==> src/rtl/path_node_sequencer_if.sv <==
// path_node_sequencer_if: planner request/path-beat bus between the sequencer (master) and the path planner (slave)
interface path_node_sequencer_if #(parameter int NODE_W = 5);
  logic              plan_req;
  logic [NODE_W-1:0] plan_src;
  logic [NODE_W-1:0] plan_dst;
  logic              path_valid;
  logic [NODE_W-1:0] path_node;
  logic              path_last;
  modport master (output plan_req, plan_src, plan_dst, input path_valid, path_node, path_last);
  modport slave (input plan_req, plan_src, plan_dst, output path_valid, path_node, path_last);
endinterface

==> src/rtl/path_node_sequencer.sv <==
// path_node_sequencer: requests a route, buffers it, and steps the bot's logical node position on node-detect pulses
module path_node_sequencer #(
  parameter int                NODE_W    = 5,
  parameter int                MAX_LEN   = 32,
  parameter logic [NODE_W-1:0] HOME_NODE = '0
) (
  input  logic                  clk_3125KHz,
  input  logic                  reset,
  input  logic                  CPU_start,
  input  logic [NODE_W-1:0]     start_point,
  input  logic [NODE_W-1:0]     end_point,
  path_node_sequencer_if.master plan,
  input  logic                  node_detected,
  output logic [NODE_W-1:0]     curr_node,
  output logic [NODE_W-1:0]     next_node,
  output logic                  move_en,
  output logic                  path_done,
  output logic                  plan_err
);
  localparam int PW = $clog2(MAX_LEN + 1);
  localparam int IW = $clog2(MAX_LEN);
  typedef enum logic [1:0] {IDLE, REQ, LOAD, FOLLOW} state_t;
  state_t            state, state_n;
  logic [PW-1:0]     wr_ptr, rd_ptr, len;
  logic [NODE_W-1:0] path_buf [MAX_LEN];
  logic              beat, bad, fin, single, hop, last_hop;
  logic [IW-1:0]     rd_nxt;
  always_comb begin
    beat     = state == LOAD && CPU_start && plan.path_valid;
    bad      = beat && (wr_ptr == PW'(MAX_LEN) || (wr_ptr == '0 && plan.path_node != plan.plan_src));
    fin      = beat && !bad && plan.path_last;
    single   = fin && wr_ptr == '0;
    hop      = state == FOLLOW && node_detected;
    last_hop = rd_ptr == len - 1'b1;
    rd_nxt   = IW'(rd_ptr + 1'b1);
    state_n  = state;
    case (state)
      IDLE:    state_n = CPU_start && end_point != curr_node ? REQ : IDLE;
      REQ:     state_n = CPU_start ? LOAD : IDLE;
      LOAD:    state_n = !CPU_start || bad || single ? IDLE : fin ? FOLLOW : LOAD;
      FOLLOW:  state_n = !CPU_start || (hop && last_hop) ? IDLE : FOLLOW;
      default: state_n = IDLE;
    endcase
  end
  always_ff @(posedge clk_3125KHz or posedge reset) begin
    if (reset) begin
      state         <= IDLE;
      plan.plan_req <= 1'b0;
      plan.plan_src <= '0;
      plan.plan_dst <= '0;
      wr_ptr        <= '0;
      rd_ptr        <= '0;
      len           <= '0;
      curr_node     <= HOME_NODE;
      next_node     <= HOME_NODE;
      move_en       <= 1'b0;
      path_done     <= 1'b0;
      plan_err      <= 1'b0;
    end else begin
      state         <= state_n;
      plan.plan_req <= state_n == REQ;
      move_en       <= state_n == FOLLOW;
      path_done     <= single || (hop && last_hop);
      plan_err      <= plan_err || bad;
      if (state == IDLE && state_n == REQ) begin
        plan.plan_src <= start_point;
        plan.plan_dst <= end_point;
      end
      if (state == REQ) wr_ptr <= '0;
      if (beat && !bad) wr_ptr <= wr_ptr + 1'b1;
      // a two-node path writes buf[1] on this very beat, so forward it
      if (fin && !single) begin
        len       <= wr_ptr + 1'b1;
        rd_ptr    <= PW'(1);
        next_node <= wr_ptr == PW'(1) ? plan.path_node : path_buf[1];
      end
      if (hop) begin
        curr_node <= next_node;
        if (!last_hop) begin
          rd_ptr    <= rd_ptr + 1'b1;
          next_node <= path_buf[rd_nxt];
        end
      end
    end
  end
  always_ff @(posedge clk_3125KHz)
    if (beat && !bad) path_buf[IW'(wr_ptr)] <= plan.path_node;
endmodule

==> src/flat_wrapper.sv <==
// flat-port wrapper written by rule: the top's interface ports become plain ports
module path_node_sequencer_flat 
#(
  parameter int                NODE_W    = 5,
  parameter int                MAX_LEN   = 32,
  parameter logic [NODE_W-1:0] HOME_NODE = '0
)
  (clk_3125KHz, reset, CPU_start, start_point, end_point, node_detected, curr_node, next_node, move_en, path_done, plan_err, plan_plan_req, plan_plan_src, plan_plan_dst, plan_path_valid, plan_path_node, plan_path_last);
  path_node_sequencer_if #(.NODE_W(NODE_W)) plan_i ();
  input  logic clk_3125KHz;
  input  logic reset;
  input  logic CPU_start;
  input  logic [NODE_W-1:0] start_point;
  input  logic [NODE_W-1:0] end_point;
  input  logic node_detected;
  output logic [NODE_W-1:0] curr_node;
  output logic [NODE_W-1:0] next_node;
  output logic move_en;
  output logic path_done;
  output logic plan_err;
  output wire logic [$bits(plan_i.plan_req)-1:0] plan_plan_req;
  output wire logic [$bits(plan_i.plan_src)-1:0] plan_plan_src;
  output wire logic [$bits(plan_i.plan_dst)-1:0] plan_plan_dst;
  input wire logic [$bits(plan_i.path_valid)-1:0] plan_path_valid;
  input wire logic [$bits(plan_i.path_node)-1:0] plan_path_node;
  input wire logic [$bits(plan_i.path_last)-1:0] plan_path_last;
  assign plan_plan_req = plan_i.plan_req;
  assign plan_plan_src = plan_i.plan_src;
  assign plan_plan_dst = plan_i.plan_dst;
  assign plan_i.path_valid = plan_path_valid;
  assign plan_i.path_node = plan_path_node;
  assign plan_i.path_last = plan_path_last;
  path_node_sequencer #(.NODE_W(NODE_W), .MAX_LEN(MAX_LEN), .HOME_NODE(HOME_NODE)) u_core (.clk_3125KHz(clk_3125KHz), .reset(reset), .CPU_start(CPU_start), .start_point(start_point), .end_point(end_point), .plan(plan_i), .node_detected(node_detected), .curr_node(curr_node), .next_node(next_node), .move_en(move_en), .path_done(path_done), .plan_err(plan_err));
endmodule
==> config.mk <==
export PLATFORM = sky130hd
export DESIGN_NAME = path_node_sequencer_flat
export DESIGN_NICKNAME = d
export VERILOG_FILES = /design/src/rtl/path_node_sequencer_if.sv /design/src/rtl/path_node_sequencer.sv /design/src/flat_wrapper.sv
export SDC_FILE = /design/constraint.sdc
export NUM_CORES = 1
export LEC_CHECK = 0
export ABC_AREA = 1
export BUFFER_PORTS_ARGS = -buffer_cell sky130_fd_sc_hd__buf_2
export CORE_ASPECT_RATIO = 0.9
export CORE_MARGIN = 2
export CORE_UTILIZATION = 30
export CTS_BUF_LIST = sky130_fd_sc_hd__clkbuf_4 sky130_fd_sc_hd__clkbuf_8
export DETAILED_ROUTE_END_ITERATION = 16
export SYNTH_ARGS = -nofsm -noshare
export SYNTH_HDL_FRONTEND = slang
export SYNTH_SLANG_ARGS = --single-unit
export TNS_END_PERCENT = 1
==> constraint.sdc <==
create_clock -name clk_3125KHz -period 3.4 [get_ports clk_3125KHz]
set_clock_uncertainty 0.15 [all_clocks]
set_input_delay 0 -clock clk_3125KHz [delete_from_list [all_inputs] [get_ports clk_3125KHz]]
set_output_delay 0 -clock clk_3125KHz [all_outputs]
set_load 0.01 [all_outputs]
==> Word level (Yosys, flattened, before mapping) <==
Memory sizes are Yosys's and may differ from the RTL's.
Cells that the tools add are included.
{ "word_totals": {"reg_bits": 44, "ram_bits": 160, "input_bits": 21, "out_inout_bits": 24, "elab_cells": 67, "memories": 1} }
{ "memory_table": {"columns": ["name", "depth", "width", "read_ports", "rd_clocked_by_memory_dff", "write_ports", "line_no", "rtl"], "rows": [
  ["u_core.path_buf", 32, 5, 2, 0, 1, "path_node_sequencer.sv:25", "logic [NODE_W-1:0] path_buf [MAX_LEN];"]
]} }
{ "classes": {"addsub": 3, "n_eq_ne": 10, "mux": 17, "reduce_logical": 24} }
{ "ops": {"columns": ["operator", "count"], "rows": [
  ["2-to-1 mux 6 bit", 5],
  ["2-to-1 mux 5 bit", 4],
  ["adder 6 x 1 -> 6 bit, second input constant", 2],
  ["logical AND 1 bit", 12],
  ["!= test 5 bit", 2],
  ["one-hot mux 2 bit (4 select lines)", 1],
  ["equality test 2 bit, second input constant", 3],
  ["equality test 6 x 1 -> 1 bit, second input constant", 1],
  ["equality test 6 bit", 1],
  ["equality test 6 bit, second input constant", 1],
  ["zero test 6 bit", 1],
  ["logical OR 1 bit", 6],
  ["2-to-1 mux 2 bit", 3],
  ["subtractor 6 x 1 -> 6 bit, second input constant", 1],
  ["equality test 2 x 1 -> 1 bit, second input constant", 2],
  ["2-to-1 mux 1 bit", 4],
  ["zero test 1 bit", 3],
  ["zero test 2 bit", 1],
  ["nonzero test 2 bit", 1]
]} }

==> Longest topological paths before layout <==
Gate-level depths: netlist of run 1.
{ "depth": {"depth_word": 13, "ltp_mapped": 15, "depth_no_buf": 14} }

==> Worst setup path after synthesis of run 1 <==
OpenSTA, ideal clock, no wires.
{ "synth_path": {"path_kind": "register to register", "start": "register u_core.wr_ptr[0]", "end": "memory u_core.path_buf[24][0], enable pin", "setup_ns": 0.340, "arrival_time_ns": 1.561, "t_required_ns": 2.910, "slack_ns": 1.349, "path_stages_with_launch": 10, "path_buffers": 0, "synth_period_minus_slack_ns": 2.051, "path_cell_list": "dfrtp_1 inv_1 ha_1 inv_1 nor2_8 nand2_2 nand2_1 nor2_1 inv_1 nor2_1"} }
{ "synth_via": {"elab_chain_len": 8, "elab_cells_between_ends": 9, "cone_classes": "1 x eq/ne; 2 x mux; 6 x reduce/logical"} }
{ "synth_rtl": {"columns": ["item", "line_no", "rtl"], "rows": [
  ["from (decl)", "path_node_sequencer.sv:24", "logic [PW-1:0] wr_ptr, rd_ptr, len;"],
  ["from (signal assigned)", "path_node_sequencer.sv:70", "if (beat && !bad) wr_ptr <= wr_ptr + 1'b1;"],
  ["zero test 6 bit", "path_node_sequencer.sv:30", "bad = beat && (wr_ptr == PW'(MAX_LEN) || (wr_ptr == '0 && plan.path_node != plan.plan_src));"],
  ["logical AND 1 bit", "path_node_sequencer.sv:30", null],
  ["logical OR 1 bit", "path_node_sequencer.sv:30", null],
  ["logical AND 1 bit", "path_node_sequencer.sv:30", null],
  ["zero test 1 bit", "path_node_sequencer.sv:87", "if (beat && !bad) path_buf[IW'(wr_ptr)] <= plan.path_node;"],
  ["logical AND 1 bit", "path_node_sequencer.sv:87", null],
  ["2-to-1 mux 1 bit", "path_node_sequencer.sv:87", null],
  ["2-to-1 mux 1 bit (implied by the code)", "path_node_sequencer.sv:87", null],
  ["to (decl)", "path_node_sequencer.sv:25", null]
]} }
Parallel ways exist; a longest one is shown, timed or not.

==> Worst setup path after layout of run 1 <==
{ "layout_path": {"start": "register u_core.len[0]", "end": "register u_core.state[1]"} }
{ "layout_via": {"elab_chain_len": 6} }
{ "layout_rtl": {"columns": ["item", "line_no", "rtl"], "rows": [
  ["from (decl)", "path_node_sequencer.sv:24", null],
  ["from (signal assigned)", "path_node_sequencer.sv:73", "len <= wr_ptr + 1'b1;"],
  ["subtractor 6 x 1 -> 6 bit", "path_node_sequencer.sv:34", "last_hop = rd_ptr == len - 1'b1;"],
  ["equality test 6 bit", "path_node_sequencer.sv:34", null],
  ["logical AND 1 bit", "path_node_sequencer.sv:41", "FOLLOW: state_n = !CPU_start || (hop && last_hop) ? IDLE : FOLLOW;"],
  ["logical OR 1 bit", "path_node_sequencer.sv:41", null],
  ["2-to-1 mux 2 bit", "path_node_sequencer.sv:41", null],
  ["one-hot mux 2 bit (4 select lines)", "path_node_sequencer.sv:37", "case (state)"],
  ["net u_core.state_n[1]", "path_node_sequencer.sv:23", "state_t state, state_n;"],
  ["to (signal assigned)", "path_node_sequencer.sv:60", "state <= state_n;"],
  ["to (decl)", "path_node_sequencer.sv:23", null]
]} }
The timed path passes the listed nets, and every way through them passes these cells.
A chain may end at the register's enable or synchronous reset.

==> impl_metrics.ini, run 1 <==
[outcome]
outcome = finished clean

[die]
core_area_mm2 = 0.02973
rows = 60
die_w_um = 186.8
pin_count = 45
start_util_pct = 30.34
die_y_um = 168.5
die_area_mm2 = 0.03147

[synth]
syn_avg_cell_area_um2 = 10.70
syn-cell-area_mm2 = 0.009020
synth_seq_cells = 204
synth_cell_types = 34
yosysWarnings = 0
syn-num-nets = 870
synthCells = 843
yosysSeqAreaShare_pct = 65.47
synth_top_area_share_pct = 53.27
yosys.area.top_type = edfxtp_1
synth.area.top_cells = edfxtp_1, dfrtp_1, nor2_1, o21ai_0, nand3_1

[timing]
min_period_over_period_pct = 79.95
finalHoldViolCount = 0
tightestPinTransition_ps = 982.5
setup_viol = 0
max-slew-margin-rel_pct = 34.50
slew_viol_final = 0
period_needed_ps = 2718
setup_tns_ps = 0
holdWs_ps = 64.51
fmax_ghz = 0.3679
rsz0062_at_grt = no

[route]
drt_iter0_drc = 565
antenna_left = 0
vias = 6411
drc = 0
routed_wirelength_um = 23130
wl_per_cell_um = 17.08
drtPass1Iterations = 5
via_per_inst = 4.735

[worst_setup_path]
crit_slowest_cell = dlygate4sd3_1
r2r_start = u_core.len[0]
cpPeakStageDelay_ps = 570
start_kind = register
reg2reg_depth = 10
path_class = reg2reg
path_max_fanout = 4
cp.required_ps = 3660
arrival_ps = 2980
r2r_end = u_core.state[1]
crit_chain = inv_1 > ha_1 > xnor2_1 > nor2_1 > nand2_1 > nor2_1 > nand3_1 > o21ai_0 > nand3_1 > dlygate4sd3_1
crit_path_end_kind = register
reg2reg_setup_slack_ps = 680

[global_route]
grt_first_pass_wirelength_um = 35560
grt-ovfl-total = 0
grt_max_degree = 76
grt_usage_pct = 14.65
antenna_found_initial = 0
grt_pass1_vias = 6327

[cts]
insertion_delay_ps = 530
cts.sink_count = 204
clock_path_buffers = 3
htree_levels = 2
clkTransAtPathRegs_ps = 60
cts_resized = 0
cts_buffers = 36
root_buffer = clkbuf_8
tritoncts = yes

[hold_path]
hold_path_class = in2reg
hold_depth = 4
min_to = u_core.plan.plan_src[3]
hp-start = start_point[3]

[layout]
fin_util_pct = 35.53
final_cell_mix = nor2_1, edfxtp_1, o21ai_0
layout-drive-gt1-share_pct = 14.41
final_common_cell = nor2_1
final_nets = 951
area_delta_synth_final_pct = 17.12
n_antenna_cell = 0

[pwr]
p_leak_nw = 4.040
power.density_mw_per_mm2 = 777.5
peakVddDrop_mv = 0.4228

[placement]
gp_congestion = 0.8307
dp_hpwl_um = 14830
io_buffers = 44

[flow_run]
maxCapViolCount = 0
## cell type report
type | instances | area (um2)
fillers | 3015 | 19160
flip-flops and latches | 204 | 5907
multi-input cells | 538 | 2629
clock buffers | 51 | 626.9
repair buffers | 82 | 573.1
well taps | 403 | 504.2
inverters | 62 | 232.7
clock inverters | 14 | 91.34
## cells by family after synthesis
logic type               synth area share (%)
AND/OR/NAND/NOR                         17.55
AO/OA/AOI/OAI                           9.197
adder cells (fa/ha/maj)                0.8323
flip-flops                              65.47
buffers and inverters                   5.410
XOR/XNOR                                1.540
## metrics by stage
step	instance area (um2)	total power, mW	cells	worst slack (ps)
CTS	10560	8.269	1354	704.6
floorplan	9020	5.154	843	1349
global route	10560	8.748	1354	469.6
finish	10560	8.214	1354	681.7
detailed placement	9575	5.921	1262	813.0
global placement	9575	5.935	1262	823.5
## worst max-delay path by stage
stage / start / end / slack (ps) / depth (start not counted)
finish: u_core.len[0] / u_core.state[1] / 680 / 10
global route: u_core.len[0] / u_core.state[1] / 470 / 10
CTS: u_core.len[0] / u_core.state[1] / 700 / 10
detailed placement: u_core.wr_ptr[0] / u_core.path_buf[7][1] / 810 / 7
global placement: u_core.rd_ptr[0] / u_core.next_node[0] / 820 / 8
floorplan: u_core.wr_ptr[0] / u_core.path_buf[24][0] / 1350 / 9
## sequential cells by signal, indices dropped and copies added, names as in the netlist
| register | flops |
|---|---|
| u_core.path_buf | 160 |
| u_core.len | 6 |
| u_core.rd_ptr | 6 |
| u_core.wr_ptr | 6 |
| u_core.curr_node | 5 |
| u_core.next_node | 5 |
| u_core.plan.plan_dst | 5 |
| u_core.plan.plan_src | 5 |
| u_core.state | 2 |
| u_core.move_en | 1 |
| u_core.path_done | 1 |
| u_core.plan.plan_req | 1 |
| u_core.plan_err | 1 |
## repair_timing
action	in CTS	in global routing
hold buffers	27	0
endpoints found under the hold margin	243	0
setup buffers	0	0
## cells in the mapped netlist, drive strengths merged
library cell	number
edfxtp	160
ha	6
clkinv	1
xnor2	5
a21oi	8
nor3	3
nand3	77
xor2	10
clkbuf	10
buf	29
nor2	174
o211ai	25
inv	61
nand2	108
nand3b	1
o22ai	3
nand4	8
o21ai	110
dfrtp	44
## power by group
part | internal, mW | switching (mW) | leakage [nW] | total (mW)
clock network | 1.27 | 0.983 | 0.377 | 2.25
registers | 2.86 | 0.150 | 1.99 | 3.01
logic | 0.986 | 1.96 | 1.67 | 2.95
total | 5.12 | 3.10 | 4.04 | 8.21
## metal layers
metal,up-vias,global-route usage [%],part of all wire (%)
li1,3070,-,-
met1,3093,19.96,47
met2,204,23.26,45
met3,44,2.737,5.7
met4,0,5.763,2.5
met5,-,0,0
## worst max-delay path, delay by kind of cell, from the launching register on
family          cells  cell delay (ps)
compound gates      1              340
fa+ha+maj           1              330
xor+xnor            1              130
flops               1              480
simple gates        5              480
buf+inv             2              700
No activity file was read; power rests on OpenSTA's default activity.
==> run 2: changes to the inputs <==
--- a/config.mk
+++ b/config.mk
@@ -5,7 +5,7 @@
 export SDC_FILE = /design/constraint.sdc
 export NUM_CORES = 1
 export LEC_CHECK = 0
-export ABC_AREA = 1
+export ABC_AREA = 0
 export BUFFER_PORTS_ARGS = -buffer_cell sky130_fd_sc_hd__buf_2
 export CORE_ASPECT_RATIO = 0.9
 export CORE_MARGIN = 2
==> constraint.sdc (replaced) <==
create_clock -name clk_3125KHz -period 2.2 [get_ports clk_3125KHz]
set_clock_uncertainty 0.15 [all_clocks]
set_input_delay 0 -clock clk_3125KHz [delete_from_list [all_inputs] [get_ports clk_3125KHz]]
set_output_delay 0 -clock clk_3125KHz [all_outputs]
set_load 0.01 [all_outputs]
==> impl_metrics.ini, run 2 <==
[outcome]
outcome = complete, but fails checks
failed_checks = setup timing

[pwr]
p_leak_nw = 4.118
peakVddDrop_mv = 0.4677
power.density_mw_per_mm2 = 1096

[route]
via_per_inst = 4.618
vias = 5112
routed_wirelength_um = 20850
drtPass1Iterations = 4
drc = 0
wl_per_cell_um = 18.84
antenna_left = 0
drt_iter0_drc = 472

[worst_setup_path]
path_class = reg2reg
crit_path_end_kind = register
reg2reg_setup_slack_ps = -90
crit_chain = xor2_1 > nor4_2 > a31oi_1 > nand2b_4 > or3_4 > nor2_2 > buf_6
cp.required_ps = 2280
cpPeakStageDelay_ps = 420
arrival_ps = 2370
critPathBufInv = 1
path_max_fanout = 5
start_kind = register
crit_slowest_cell = or3_4
cpLargestDelayFamily = simple AND/OR/NAND/NOR gates

[placement]
io_buffers = 44
place_inst = 1029
dp_slack_ps = -91.16
gp_congestion = 0.8081
dp_hpwl_um = 14250

[synth]
syn-cell-area_mm2 = 0.008836
synth_cell_types = 54
async_reset_ff_share_pct = 21.57
synth_top_area_share_pct = 54.38
syn_avg_cell_area_um2 = 16.52
yosysWarnings = 0
synthTopCellsByCount = edfxtp_1, dfrtp_1, nor2_1, nand2_1, mux4_2
synthCells = 535
synth-edff-count = 160
yosysSeqAreaShare_pct = 66.84
synth.area.top_cells = edfxtp_1, dfrtp_1, mux4_2, mux4_1, mux2i_1
synth.most_common_cell = edfxtp_1
synth_seq_cells = 204
yosys.area.top_type = edfxtp_1
synth_ff_type = edfxtp_1
syn-num-nets = 562

[timing]
max-slew-margin-rel_pct = 68.36
slew_viol_final = 0
period_needed_ps = 2290
tightestPinTransition_ps = 474.5
timing.final.ws_setup_ps = -89.82
finalHoldViolCount = 0
rsz0062_at_grt = yes
setup_viol = 25
min_period_over_period_pct = 104.1
fmax_ghz = 0.4367

[layout]
area_delta_synth_final_pct = 24.81
seq_area_mm2 = 0.005907
n_antenna_cell = 0
final_common_cell = edfxtp_1
final_cells = 1107
top_register = u_core.path_buf
fin_util_pct = 38.11
largest_reg_flops = 160
fillCellCount = 2741
final_nets = 716
multi_input_area_mm2 = 0.002800
layout-drive-gt1-share_pct = 35.86
final_cell_mix = edfxtp_1, buf_4, buf_2

[global_route]
grt_pass1_vias = 5291
antenna_found_initial = 0
grt-ovfl-total = 0
grt_max_degree = 34
grt_first_pass_wirelength_um = 31980
grt_usage_pct = 13.96

[die]
start_util_pct = 30.53
die_w_um = 184.9
core_area_mm2 = 0.02894
pin_count = 45
die_y_um = 166.8
rows = 59
die_area_mm2 = 0.03084

[cts]
clock_path_buffers = 3
cts_setup_buffers = 0
insertion_delay_ps = 520
cts.sink_count = 204
clkTransAtPathRegs_ps = 60
cts_buffers = 34
htree_levels = 2
root_buffer = clkbuf_8
tritoncts = yes

[flow_run]
maxCapViolCount = 0

[hold_path]
hold_path_class = in2reg
==> run 2: changes by cell type after synthesis, sizes merged, moves of 11 or more <==
cell / delta
inv: -50
mux2: +17
mux2i: +26
mux4: +40
nand2: -79
nand2b: +11
nand3: -56
nor2: -133
o211ai: -24
o21ai: -94
==> run 2: worst paths after layout <==
check | from | to | cells past startpoint
worst max-delay path | u_core.plan.plan_src[3] | u_core.path_buf[2][4] | 7
worst min-delay path | plan_path_valid | u_core.wr_ptr[4] | 5
worst max register to register | u_core.plan.plan_src[3] | u_core.path_buf[2][4] | 7
worst min register to register | u_core.plan_err | u_core.plan_err | 1
max in group asynchronous | reset | u_core.rd_ptr[0] | 5
min in group asynchronous | reset | u_core.plan.plan_dst[1] | 4
==> run 2: final cells by class <==
| class | instances | area share, % |
|---|---|---|
| clock buffer | 54 | 5.661 |
| clock inverter | 4 | 0.4652 |
| inverter | 11 | 0.3744 |
| multi-input combinational | 295 | 25.39 |
| sequential | 204 | 53.56 |
| tap | 396 | 4.493 |
| timing repair buffer | 143 | 10.05 |
==> run 2: report_power, final <==
| part | leakage (nW) | switching, mW | internal (mW) |
|---|---|---|---|
| clock | 0.364 | 1.42 | 1.92 |
| combinational | 1.75 | 1.99 | 2.14 |
| sequential | 2.00 | 0.226 | 4.40 |
==> run 2: through the flow <==
stage | total power [mW] | TNS [ps] | area, um2 | hold WS (ps)
finish | 12.09 | -1230 | 11030 | 30.86
global route | 12.70 | -4431 | 11030 | 38.84
global placement | 8.731 | -1305 | 10090 | -111.8
floorplan | 7.319 | -836.7 | 8879 | -51.13
CTS | 12.21 | -1716 | 10990 | 5.160
detailed placement | 8.761 | -1779 | 10090 | -105.4
==> run 2: kinds of logic after synthesis <==
logic type,synth area share (%)
AO/OA/AOI/OAI,3.837
buffers and inverters,2.535
XOR/XNOR,2.280
adder cells (fa/ha/maj),0.8496
flip-flops,66.84
multiplexers,15.82
AND/OR/NAND/NOR,7.845
==> run 2: repair_timing <==
item | 4_1_cts | 5_1_grt
hold buffers | 20 | 0
setup endpoints to repair | 37 | 45
pin swaps | 5 | 2
gates resized for setup | 6 | 9
hold endpoints to repair | 238 | 0
==> run 2: worst reg2reg max path, delay by kind of cell (launching register included) <==
| kind | cells | cell delay [ps] |
|---|---|---|
| and+or+nand+nor | 4 | 1020 |
| DFF | 1 | 390 |
| buffers and inverters | 1 | 130 |
| AOI/OAI and AO/OA | 1 | 140 |
| xor gates and xnor gates | 1 | 180 |
==> run 2: per-layer routing <==
| layer | share of wire [%] | up-vias | GRT usage (%) |
|---|---|---|---|
| li1 | - | 2393 | - |
| met1 | 44 | 2567 | 18.74 |
| met2 | 48 | 112 | 21.95 |
| met3 | 4.6 | 40 | 2.974 |
| met4 | 3.5 | 0 | 5.797 |
| met5 | 0 | - | 0 |
